### config.mk
export PLATFORM = sky130hd
export DESIGN_NAME = mem_access_sequencer
export DESIGN_NICKNAME = d
export VERILOG_FILES = /design/src/rtl/mem_access_sequencer.sv
export SDC_FILE = /design/constraint.sdc
export NUM_CORES = 1
export LEC_CHECK = 0
export ABC_AREA = 1
export CAP_MARGIN = 20
export CORE_MARGIN = 4
export CORE_UTILIZATION = 47
export CTS_CLUSTER_SIZE = 16
export DETAILED_ROUTE_END_ITERATION = 16
export DONT_BUFFER_PORTS = 1
export GPL_ROUTABILITY_DRIVEN = 0
export GPL_TIMING_DRIVEN = 1
export PLACE_DENSITY = 0.63
export SLEW_MARGIN = 20
export SYNTH_ARGS = -nofsm -noshare
export SYNTH_HDL_FRONTEND = slang
export SYNTH_SLANG_ARGS = --single-unit
### constraint.sdc
create_clock -name Clk -period 2.41 [get_ports Clk]
set_input_delay 0.6025 -clock Clk [delete_from_list [all_inputs] [get_ports Clk]]
set_output_delay 0.6025 -clock Clk [all_outputs]
set_load 0.1 [all_outputs]
### src/rtl/mem_access_sequencer.sv
// Sequences one CPU load/store onto a 32-bit MFA/MOC memory port.
// DWORDs are split into two WORD beats; narrow loads are extended into RData.
module mem_access_sequencer #(
  parameter int unsigned TIMEOUT = 16
) (
  input  logic        Clk,
  input  logic        nReset,
  input  logic        Req,
  input  logic        RW,
  input  logic [1:0]  DataSize,
  input  logic        Signed,
  input  logic [31:0] Addr,
  input  logic [63:0] WData,
  output logic        Busy,
  output logic        Done,
  output logic        Abort,
  output logic [63:0] RData,
  output logic        MemMFA,
  output logic        MemRW,
  output logic [1:0]  MemSize,
  output logic [31:0] MemAddr,
  output logic [31:0] MemWData,
  input  logic [31:0] MemRData,
  input  logic        MemMOC
);

  localparam int unsigned CNT_W = (TIMEOUT > 2) ? $clog2(TIMEOUT) : 1;
  localparam logic [1:0]  SZ_HALF  = 2'b01;
  localparam logic [1:0]  SZ_WORD  = 2'b10;
  localparam logic [1:0]  SZ_DWORD = 2'b11;

  typedef enum logic [2:0] {IDLE, CHECK, BEAT0, GAP, BEAT1, DONE, ABORT} state_t;

  state_t            state;
  logic              rw_q;
  logic [1:0]        size_q;
  logic              signed_q;
  logic [31:0]       addr_q;
  logic [63:0]       wdata_q;
  logic [31:0]       beat0_q;
  logic [CNT_W-1:0]  tcnt;
  logic              misaligned_c;
  logic [63:0]       load_result_c;

  // Alignment rule applied to the latched request
  always_comb begin
    misaligned_c = 1'b0;
    case (size_q)
      SZ_HALF:            misaligned_c = addr_q[0];
      SZ_WORD, SZ_DWORD:  misaligned_c = |addr_q[1:0];
      default:            misaligned_c = 1'b0;
    endcase
  end

  // Final load value from the completing beat (and staged beat0 for DWORD)
  always_comb begin
    load_result_c = '0;
    case (size_q)
      2'b00:   load_result_c = {{56{signed_q & MemRData[7]}}, MemRData[7:0]};
      SZ_HALF: load_result_c = {{48{signed_q & MemRData[15]}}, MemRData[15:0]};
      SZ_WORD: load_result_c = {32'h0, MemRData};
      default: load_result_c = {MemRData, beat0_q};
    endcase
  end

  always_ff @(posedge Clk) begin
    if (!nReset) begin
      state    <= IDLE;
      rw_q     <= 1'b0;
      size_q   <= '0;
      signed_q <= 1'b0;
      addr_q   <= '0;
      wdata_q  <= '0;
      beat0_q  <= '0;
      tcnt     <= '0;
      Busy     <= 1'b0;
      Done     <= 1'b0;
      Abort    <= 1'b0;
      RData    <= '0;
      MemMFA   <= 1'b0;
      MemRW    <= 1'b0;
      MemSize  <= '0;
      MemAddr  <= '0;
      MemWData <= '0;
    end else begin
      Done  <= 1'b0;
      Abort <= 1'b0;
      case (state)
        IDLE: begin
          if (Req) begin
            rw_q     <= RW;
            size_q   <= DataSize;
            signed_q <= Signed;
            addr_q   <= Addr;
            wdata_q  <= WData;
            MemRW    <= RW;
            Busy     <= 1'b1;
            state    <= CHECK;
          end
        end
        CHECK: begin
          if (misaligned_c) begin
            Abort <= 1'b1;
            state <= ABORT;
          end else begin
            MemMFA   <= 1'b1;
            MemAddr  <= addr_q;
            MemWData <= wdata_q[31:0];
            MemSize  <= (size_q == SZ_DWORD) ? SZ_WORD : size_q;
            tcnt     <= '0;
            state    <= BEAT0;
          end
        end
        BEAT0, BEAT1: begin
          // MOC on the last allowed cycle still completes the beat
          if (MemMOC) begin
            tcnt   <= '0;
            MemMFA <= 1'b0;
            if (state == BEAT0 && size_q == SZ_DWORD) begin
              beat0_q <= MemRData;
              state   <= GAP;
            end else begin
              Done  <= 1'b1;
              if (rw_q) RData <= load_result_c;
              state <= DONE;
            end
          end else if (tcnt == CNT_W'(TIMEOUT - 1)) begin
            MemMFA <= 1'b0;
            Abort  <= 1'b1;
            state  <= ABORT;
          end else begin
            tcnt <= tcnt + CNT_W'(1);
          end
        end
        GAP: begin
          MemMFA   <= 1'b1;
          MemAddr  <= addr_q + 32'd4;
          MemWData <= wdata_q[63:32];
          MemSize  <= SZ_WORD;
          state    <= BEAT1;
        end
        DONE, ABORT: begin
          Busy  <= 1'b0;
          state <= IDLE;
        end
        default: state <= IDLE;
      endcase
    end
  end

endmodule

# Yosys cells after proc, flatten, opt, wreduce, memory -nomap -nowiden
# Index checks and enable logic that the tools add are counted.
op_classes:
  n_addsub: 2
  eq_ne: 14
  n_mux: 30
  bitwise: 3
  reduce_logical: 20
op_table:
  columns: ["op", "n"]
  rows:
  - ["case mux 64 bit (3 select lines)", 1]
  - ["case mux 32 bit (2 select lines)", 2]
  - ["2-to-1 mux 32 bit", 2]
  - ["adder 32 x 3 -> 32 bit (second input constant)", 1]
  - ["2-to-1 mux 3 bit", 5]
  - ["2-to-1 mux 4 bit", 3]
  - ["case mux 3 bit (4 select lines)", 1]
  - ["AND reduction 3 bit", 4]
  - ["== test 3 bit (second input constant)", 3]
  - ["2-to-1 mux 1 bit", 8]
  - ["case mux 4 bit (2 select lines)", 1]
  - ["AND reduction 2 bit", 4]
  - ["OR reduction 2 bit", 4]
  - ["== test 3 x 2 -> 1 bit (second input constant)", 2]
  - ["inequality test 3 bit (second input constant)", 2]
  - ["case mux 1 bit (2 select lines)", 3]
  - ["nonzero test 2 bit", 3]
  - ["adder 4 x 1 -> 4 bit (second input constant)", 1]
  - ["== test 2 bit (second input constant)", 2]
  - ["== test 4 bit (second input constant)", 1]
  - ["2-to-1 mux 2 bit", 2]
  - ["inequality test 2 bit (second input constant)", 2]
  - ["case mux 2 bit (2 select lines)", 1]
  - ["AND reduction 4 bit", 1]
  - ["other kinds (9)", 10]
totals:
  ff_bits: 273
  inputBits: 136
  out_inout_bits: 135
  word_cells: 85

# Longest topological paths before layout
# Gate-level depths: netlist (run 1).
depth:
  depth_word: 5
  depth_mapped: 11
  mapped_depth_nobuf: 10

# Worst setup path before layout (run 1)
# No wires, ideal clock.
synth_path:
  path_kind: "reg-to-reg"
  from: "register rw_q"
  to: "register RData[23]"
  setup_ns: 0.118
  arrival_ns: 1.713
  required_time_ns: 2.292
  path_slack_ns: 0.579
  path_stages_with_launch: 7
  n_path_buf: 1
  synth_period_minus_slack_ns: 1.831
  path_cell_list: "dfxtp_1 nand4_4 clkinv_4 nand2_4 buf_6 nor2_1 nor2_1"
synth_between:
  elab_chain_len: 1
synth_rtl:
  columns: ["item", "line", "rtl"]
  rows:
  - ["start, declared", "35", "logic rw_q;"]
  - ["start signal, assigned", "69", "rw_q <= 1'b0;"]
  - ["start signal, assigned", "91", "rw_q <= RW;"]
  - ["AND reduction 4 bit (no line)", null, null]
  - ["end signal, assigned", "124", "if (rw_q) RData <= load_result_c;"]
  - ["end, declared", "17", "output logic [63:0] RData,"]
# No other way between the ends.
# A chain may end at the register's enable or synchronous reset.

# Worst setup path after layout (run 1)
layout_path:
  from: "register state[1]"
  to: "register RData[54]"
layout_between:
  elab_chain_len: 4
  word_cells_on_any_way: 6
  cone_classes: "eq/ne: 2; bitwise: 1; reduce/logical: 3"
layout_rtl:
  columns: ["item", "line", "rtl"]
  rows:
  - ["start, declared", "34", "state_t state;"]
  - ["start signal, assigned", "68", "state <= IDLE;"]
  - ["start signal, assigned", "98", "state <= CHECK;"]
  - ["start signal, assigned", "104", "state <= ABORT;"]
  - ["== test 3 x 2 -> 1 bit", "88, 119", null]
  - ["logical AND 1 bit", "119", "if (state == BEAT0 && size_q == SZ_DWORD) begin"]
  - ["inverter 1 bit (no line)", null, null]
  - ["AND reduction 4 bit (no line) (*)", null, null]
# Every way passes the cells marked *; elsewhere a longest branch is shown, timed or not.

==> results.py, run 1 <==
metrics = {
    "synthesis": {
        "postSynthRegisterBits": 273,
        "synth_enable_flop_cells": 0,
        "synth.most_common_cell": "dfxtp_1",
        "postSynthCellCount": 1537,
        "dominantRegCellSynth": "dfxtp_1",
        "yosys.area.top_type": "dfxtp_1",
        "yosysUniqueCellTypes": 38,
        "yosys_warnings": 0,
        "synth_top_cells_by_area": "dfxtp_1, o21ai_0, a21oi_1",
        "synthTopCellsByCount": "dfxtp_1, o21ai_0, nand2_1",
        "area_share_of_the_leading_cell_type_in_the_synthesized_netlist_pct": 48.3,
        "async_reset_ff_share_pct": 0,
        "synth-seq-area-share_pct": 48.3,
        "synth_area_per_cell_um2": 7.37,
        "synth.cell_area_mm2": 0.0113,
        "synth.net_count": 1675,
    },
    "global_routing": {
        "grt_pass1_vias": 9299,
        "gr-total-overflow": 0,
        "wire_length_of_the_first_global_routing_pass_um": 48000,
        "grt_usage_pct": 21.7,
        "largest_net_degree_at_the_start_of_global_routing": 232,
        "initial_antenna_violation_count": 2,
    },
    "timing": {
        "slew_violations": 0,
        "setup-tns-final_ns": 0,
        "hold_vio_cnt_final": 0,
        "timing.final.crit_share_pct": 90.2,
        "final_number_of_setup_violating_endpoints": 0,
        "fin_hold_ws_ns": 0.219,
        "rsz0062_at_grt": "false",
        "maxSlewHeadroom_pct": 56.2,
        "time_the_final_worst_path_needs_with_i_o_delays_and_setup_ns": 2.17,
        "final.setup_skew_ns": 0.00698,
        "max_freq_mhz": 460,
        "timing_worst_slew_pin_value_ns": 0.657,
    },
    "worst_hold_path": {
        "hp-class": "in -> reg",
    },
    "clocking": {
        "clkSlewWorstSetupHoldPaths_ns": 0.06,
        "cts_root_buffer": "clkbuf_16",
        "max-clock-path-buffers": 3,
        "clock_tree.htree_level_count": 1,
        "worstSkewPairLatency_ns": 0.53,
        "cts_sinks": 273,
        "numCtsBuffers": 29,
        "post-cts-setup-buffer-count": 0,
        "cts-hold-fix-buffers": 0,
        "tritoncts_clock_tree": "done",
        "resize_count_post_cts": 0,
    },
    "detailed_routing": {
        "drt_pre_antenna_iters": 5,
        "route.vias.total": 10100,
        "routed_via_density": 5.17,
        "antenna_violation_net_count_after_detailed_routing": 0,
        "drt_wl_total_um": 30400,
        "post_drt_wl_per_cell_um": 15.5,
        "drc": 0,
        "drt_first_iter_violations": 700,
    },
    "floorplan": {
        "initial_core_util_pct": 48.0,
        "placeableCoreArea_mm2": 0.0236,
        "fp.dieArea_mm2": 0.0266,
        "chipHeight_um": 163,
        "die-width_um": 163,
        "ioPinCount": 271,
        "core.rowCount": 56,
    },
    "setup_path": {
        "worst_setup_path_end_kind": "register",
        "timing_worst_setup_path_type": "reg -> reg",
        "crit_required_ns": 2.83,
        "type_of_origin_of_the_critical_path": "register",
        "cp.arrival_ns": 2.59,
        "critical_path_peak_fanout": 40,
    },
    "finish": {
        "post_route_cells_drive_above_1_share_pct": 13.8,
        "number_of_nets_in_the_layout": 1758,
        "area.growth.synth_to_final_pct": 18.4,
        "layout.filler_cells": 2305,
    },
    "placement": {
        "port_buffers": 0,
        "post-dp-hpwl_um": 20600,
    },
    "power_and_ir_drop": {
        "power_leakage_nw": 5.56,
        "vdd.ir_drop.worst_uv": 1250,
        "power_per_cell_area_mw_per_mm2": 1500,
    },
    "outcome": {
        "status": "finished clean",
    },
    "job": {
        "drv.max_cap_violation_count": 0,
    },
}
-- metal layers --
layer,vias to the layer above,global-route usage [%],routed length [um]
met4,4,5.26,669
li1,5182,-,-
met1,4593,28.0,13100
met2,295,35.1,13700
met5,-,0,21
met3,50,7.52,2970
-- cell usage in the layout, fill, tap and decap left out, drive strengths merged --
| cell type | synthesis | final |
|---|---|---|
| o31a | 1 | 1 |
| nand4 | 10 | 10 |
| dfxtp | 273 | 273 |
| o21ai | 247 | 247 |
| nand2 | 234 | 234 |
| a31oi | 34 | 34 |
| a21oi | 183 | 183 |
| a211oi | 1 | 1 |
| clkbuf | 67 | 41 |
| o211ai | 1 | 1 |
| clkinvlp | 0 | 1 |
| a221oi | 1 | 1 |
| xnor2 | 1 | 1 |
| nor3 | 2 | 2 |
| xor2 | 18 | 18 |
| inv | 175 | 175 |
| or2 | 2 | 2 |
| clkinv | 2 | 9 |
| nor3b | 1 | 1 |
| nand3b | 2 | 2 |
| bufinv | 0 | 2 |
| o22ai | 25 | 25 |
| buf | 38 | 157 |
| nor2 | 171 | 171 |
| diode | 0 | 1 |
| ha | 2 | 2 |
| nand3 | 46 | 46 |
-- layout make-up --
| class | instances | area [um^2] | area share [%] |
|---|---|---|---|
| antenna | 1 | 2.50 | 0.0187 |
| inverter | 177 | 669 | 4.99 |
| sequential | 273 | 5470 | 40.7 |
| clock buffer | 41 | 831 | 6.19 |
| timing repair buffer | 157 | 1230 | 9.16 |
| clock inverter | 10 | 103 | 0.765 |
| tap | 319 | 399 | 2.98 |
| multi-input combinational | 982 | 4710 | 35.1 |
-- flip-flops by register name, indices dropped and copies added (netlist names) --
register,flops
RData,64
wdata_q,64
MemAddr,32
MemWData,32
addr_q,32
beat0_q,32
tcnt,4
state,3
MemSize,2
size_q,2
Abort,1
Busy,1
Done,1
MemMFA,1
rw_q,1
signed_q,1
-- metrics by stage --
stage / utilization [%] / total power [W] / std cells / instance area (um^2) / worst slack, ns
finish: 56.8 / 0.0201 / 1960 / 13400 / 0.235
global route: 56.8 / 0.0211 / 1959 / 13400 / 0.0342
CTS: 56.8 / 0.0203 / 1959 / 13400 / 0.176
detailed placement: 52.8 / 0.0159 / 1908 / 12500 / 0.194
global placement: 52.8 / 0.0157 / 1908 / 12500 / 0.284
floorplan: - / 0.0139 / 1537 / 11300 / 0.579
-- worst max-delay path, stage by stage (launching register included) --
cell	delay (ns)
dfxtp_1	0.44
nor2_4	0.21
inv_2	0.06
o21ai_4	0.23
nand4_4	0.30
clkinv_4	0.33
nand2_8	0.22
nor2_1	0.18
nor2_1	0.07
-- logic make-up after synthesis --
logic type	after synthesis	synth area share [%]
AOI/OAI and AO/OA	493	22.7
and+or+nand+nor	468	16.9
buffers and inverters	282	10.5
DFF	273	48.3
xor gates and xnor gates	19	1.47
adders and majority gates	2	0.221
-- worst paths after layout --
kind,start,to,slack [ns],cells past startpoint
worst max register to register,state[1]$_SDFFE_PN0P_,RData[54]$_SDFFE_PN0P_,0.24,8
worst min register to register,wdata_q[40]$_SDFFE_PN0P_,wdata_q[40]$_SDFFE_PN0P_,0.44,2
worst max-delay path,state[1]$_SDFFE_PN0P_,RData[54]$_SDFFE_PN0P_,0.24,8
worst min-delay path,nReset,RData[56]$_SDFFE_PN0P_,0.22,2
-- where the power goes --
group	switching, W	total, W	internal (W)
clock network	0.00175	0.00434	0.00259
logic	0.00735	0.00937	0.00203
registers	0.000653	0.00640	0.00575
total	0.00975	0.0201	0.0104
Note: power is estimated with default switching activity, not from simulation.
==> inputs of run 2 (changes only) <==
--- a/config.mk
+++ b/config.mk
@@ -7,7 +7,7 @@
 export LEC_CHECK = 0
 export ABC_AREA = 1
 export CAP_MARGIN = 20
-export CORE_MARGIN = 4
+export CORE_MARGIN = 3
 export CORE_UTILIZATION = 47
 export CTS_CLUSTER_SIZE = 16
 export DETAILED_ROUTE_END_ITERATION = 16
@@ -15,7 +15,7 @@
 export GPL_ROUTABILITY_DRIVEN = 0
 export GPL_TIMING_DRIVEN = 1
 export PLACE_DENSITY = 0.63
-export SLEW_MARGIN = 20
+export SKIP_CTS_REPAIR_TIMING = 1
 export SYNTH_ARGS = -nofsm -noshare
 export SYNTH_HDL_FRONTEND = slang
 export SYNTH_SLANG_ARGS = --single-unit
==> results.py, run 2 (synthesis results as in run 1) <==
metrics = {
    "outcome": {
        "status": "finished clean",
    },
    "finish": {
        "layout_commonest_cell": "dfxtp_1",
        "area.growth.synth_to_final_pct": 18.6,
        "post_route_cells_drive_above_1_share_pct": 13.7,
        "number_of_nets_in_the_layout": 1754,
        "layout.filler_cells": 2239,
        "top_regs": "RData x64, wdata_q x64",
        "mostFrequentLayoutCells": "dfxtp_1, o21ai_0, nand2_1",
    },
    "timing": {
        "final.setup_skew_ns": 0.0125,
        "timing.final.crit_share_pct": 84.0,
        "rsz0062_at_grt": "false",
        "hold_vio_cnt_final": 0,
        "slew_violations": 0,
        "setup-tns-final_ns": 0,
        "fin_hold_ws_ns": 0.206,
        "final_number_of_setup_violating_endpoints": 0,
        "time_the_final_worst_path_needs_with_i_o_delays_and_setup_ns": 2.02,
        "max_freq_mhz": 494,
        "timing_worst_slew_pin_value_ns": 0.682,
        "maxSlewHeadroom_pct": 54.4,
    },
    "detailed_routing": {
        "drt_pre_antenna_iters": 6,
        "post_drt_wl_per_cell_um": 15.2,
        "antenna_violation_net_count_after_detailed_routing": 0,
        "drt_wl_total_um": 29800,
        "route.vias.total": 10100,
        "drc": 0,
        "routed_via_density": 5.15,
        "drt_first_iter_violations": 661,
    },
    "clocking": {
        "max-clock-path-buffers": 3,
        "cts_root_buffer": "clkbuf_16",
        "cts_sinks": 273,
        "worstSkewPairLatency_ns": 0.54,
        "clkSlewWorstSetupHoldPaths_ns": 0.06,
        "tritoncts_clock_tree": "done",
        "numCtsBuffers": 29,
        "clock_tree.htree_level_count": 1,
    },
    "setup_path": {
        "cp.arrival_ns": 2.46,
        "cell_breakdown_of_the_critical_path": "nor2_4 > inv_2 > o21ai_4 > nand4_4 > clkinv_4 > nand2_4 > nor2_1 > nor2_1",
        "cell_seen_most_often_among_critical_path_stages": "nor2_1",
        "timing_worst_setup_path_type": "reg -> reg",
        "critPathSlowestCell": "dfxtp_1",
        "worst_setup_path_end_kind": "register",
        "type_of_origin_of_the_critical_path": "register",
        "critical_path_peak_fanout": 42,
        "timing.critical_path.slowest_cell_delay_ns": 0.42,
        "crit_required_ns": 2.84,
    },
    "power_and_ir_drop": {
        "vdd.ir_drop.worst_uv": 1040,
        "p_sw_w": 0.00974,
        "power_leakage_nw": 5.58,
        "netSwitchingFraction_pct": 48.1,
        "seqPwrFrac_pct": 31.5,
        "power.share.clock_pct": 22.6,
        "internal-power_w": 0.0105,
        "power_per_cell_area_mw_per_mm2": 1510,
        "part_of_the_power_in_combinational_logic_pct": 45.9,
    },
    "global_routing": {
        "largest_net_degree_at_the_start_of_global_routing": 232,
        "initial_antenna_violation_count": 5,
        "grt_pass1_vias": 9170,
        "grt_usage_pct": 21.8,
        "gr-total-overflow": 0,
        "wire_length_of_the_first_global_routing_pass_um": 47400,
    },
    "worst_hold_path": {
        "hp-class": "in -> reg",
    },
    "floorplan": {
        "initial_core_util_pct": 48.1,
        "core.rowCount": 56,
        "chipHeight_um": 161,
        "ioPinCount": 271,
        "placeableCoreArea_mm2": 0.0235,
        "fp.dieArea_mm2": 0.0260,
        "die-width_um": 161,
    },
    "job": {
        "drv.max_cap_violation_count": 0,
    },
    "placement": {
        "port_buffers": 0,
        "post-dp-hpwl_um": 19900,
    },
}
-- run 2: layout make-up --
cell class / count / area (um^2) / share of cell area [%]
Clock inverter: 10 / 129 / 0.959
Clock buffer: 43 / 868 / 6.46
Inverter: 177 / 669 / 4.98
Sequential cell: 273 / 5470 / 40.7
Timing Repair Buffer: 153 / 1200 / 8.92
Multi-Input combinational cell: 982 / 4700 / 35.0
Tap cell: 319 / 399 / 2.97
Antenna cell: 1 / 2.50 / 0.0186
-- run 2: per-stage QoR --
step | power, W | util, % | instance area [um^2] | instances | worst slack (ns)
finish | 0.0203 | 57.1 | 13400 | 1958 | 0.387
global route | 0.0213 | 57.1 | 13400 | 1958 | 0.134
CTS | 0.0204 | 57.1 | 13400 | 1957 | 0.388
floorplan | 0.0139 | - | 11300 | 1537 | 0.579
detailed placement | 0.0158 | 52.8 | 12400 | 1904 | 0.397
global placement | 0.0157 | 52.8 | 12400 | 1904 | 0.470
-- run 2: power by group through the flow --
| stage | clock network (W) | logic, W | registers, W |
|---|---|---|---|
| after detailed placement | 0 | 0.00931 | 0.00646 |
| after CTS | 0.00469 | 0.00933 | 0.00638 |
| final | 0.00459 | 0.00930 | 0.00638 |
| after global placement | 0 | 0.00924 | 0.00644 |
| after global routing | 0.00487 | 0.00991 | 0.00652 |
| after floorplan | 0 | 0.00299 | 0.0109 |
-- run 2: worst paths after layout --
check                                 from                  endpoint  slack [ns]  cells past startpoint
setup / recovery     state[1]$_SDFFE_PN0P_    RData[48]$_SDFFE_PN0P_        0.39                      8
hold reg to reg   wdata_q[50]$_SDFFE_PN0P_  wdata_q[50]$_SDFFE_PN0P_        0.44                      2
setup reg to reg     state[1]$_SDFFE_PN0P_    RData[48]$_SDFFE_PN0P_        0.39                      8
hold / removal                      nReset   wdata_q[5]$_SDFFE_PN0P_        0.21                      2
-- run 2: worst max-delay path, delay by kind of cell (launching register included) --
| kind | cells | cell delay, ns |
|---|---|---|
| AO/OA/AOI/OAI | 1 | 0.23 |
| flip-flops | 1 | 0.42 |
| buffers and inverters | 2 | 0.31 |
| AND/OR/NAND/NOR | 5 | 0.93 |
-- run 2: routing by layer --
layer	vias up	share of wire (%)	GRT usage, %
met5	-	0.19	0
met4	8	2.0	5.36
met3	50	9.5	7.51
met2	294	44	34.6
met1	4551	44	28.6
li1	5182	-	-
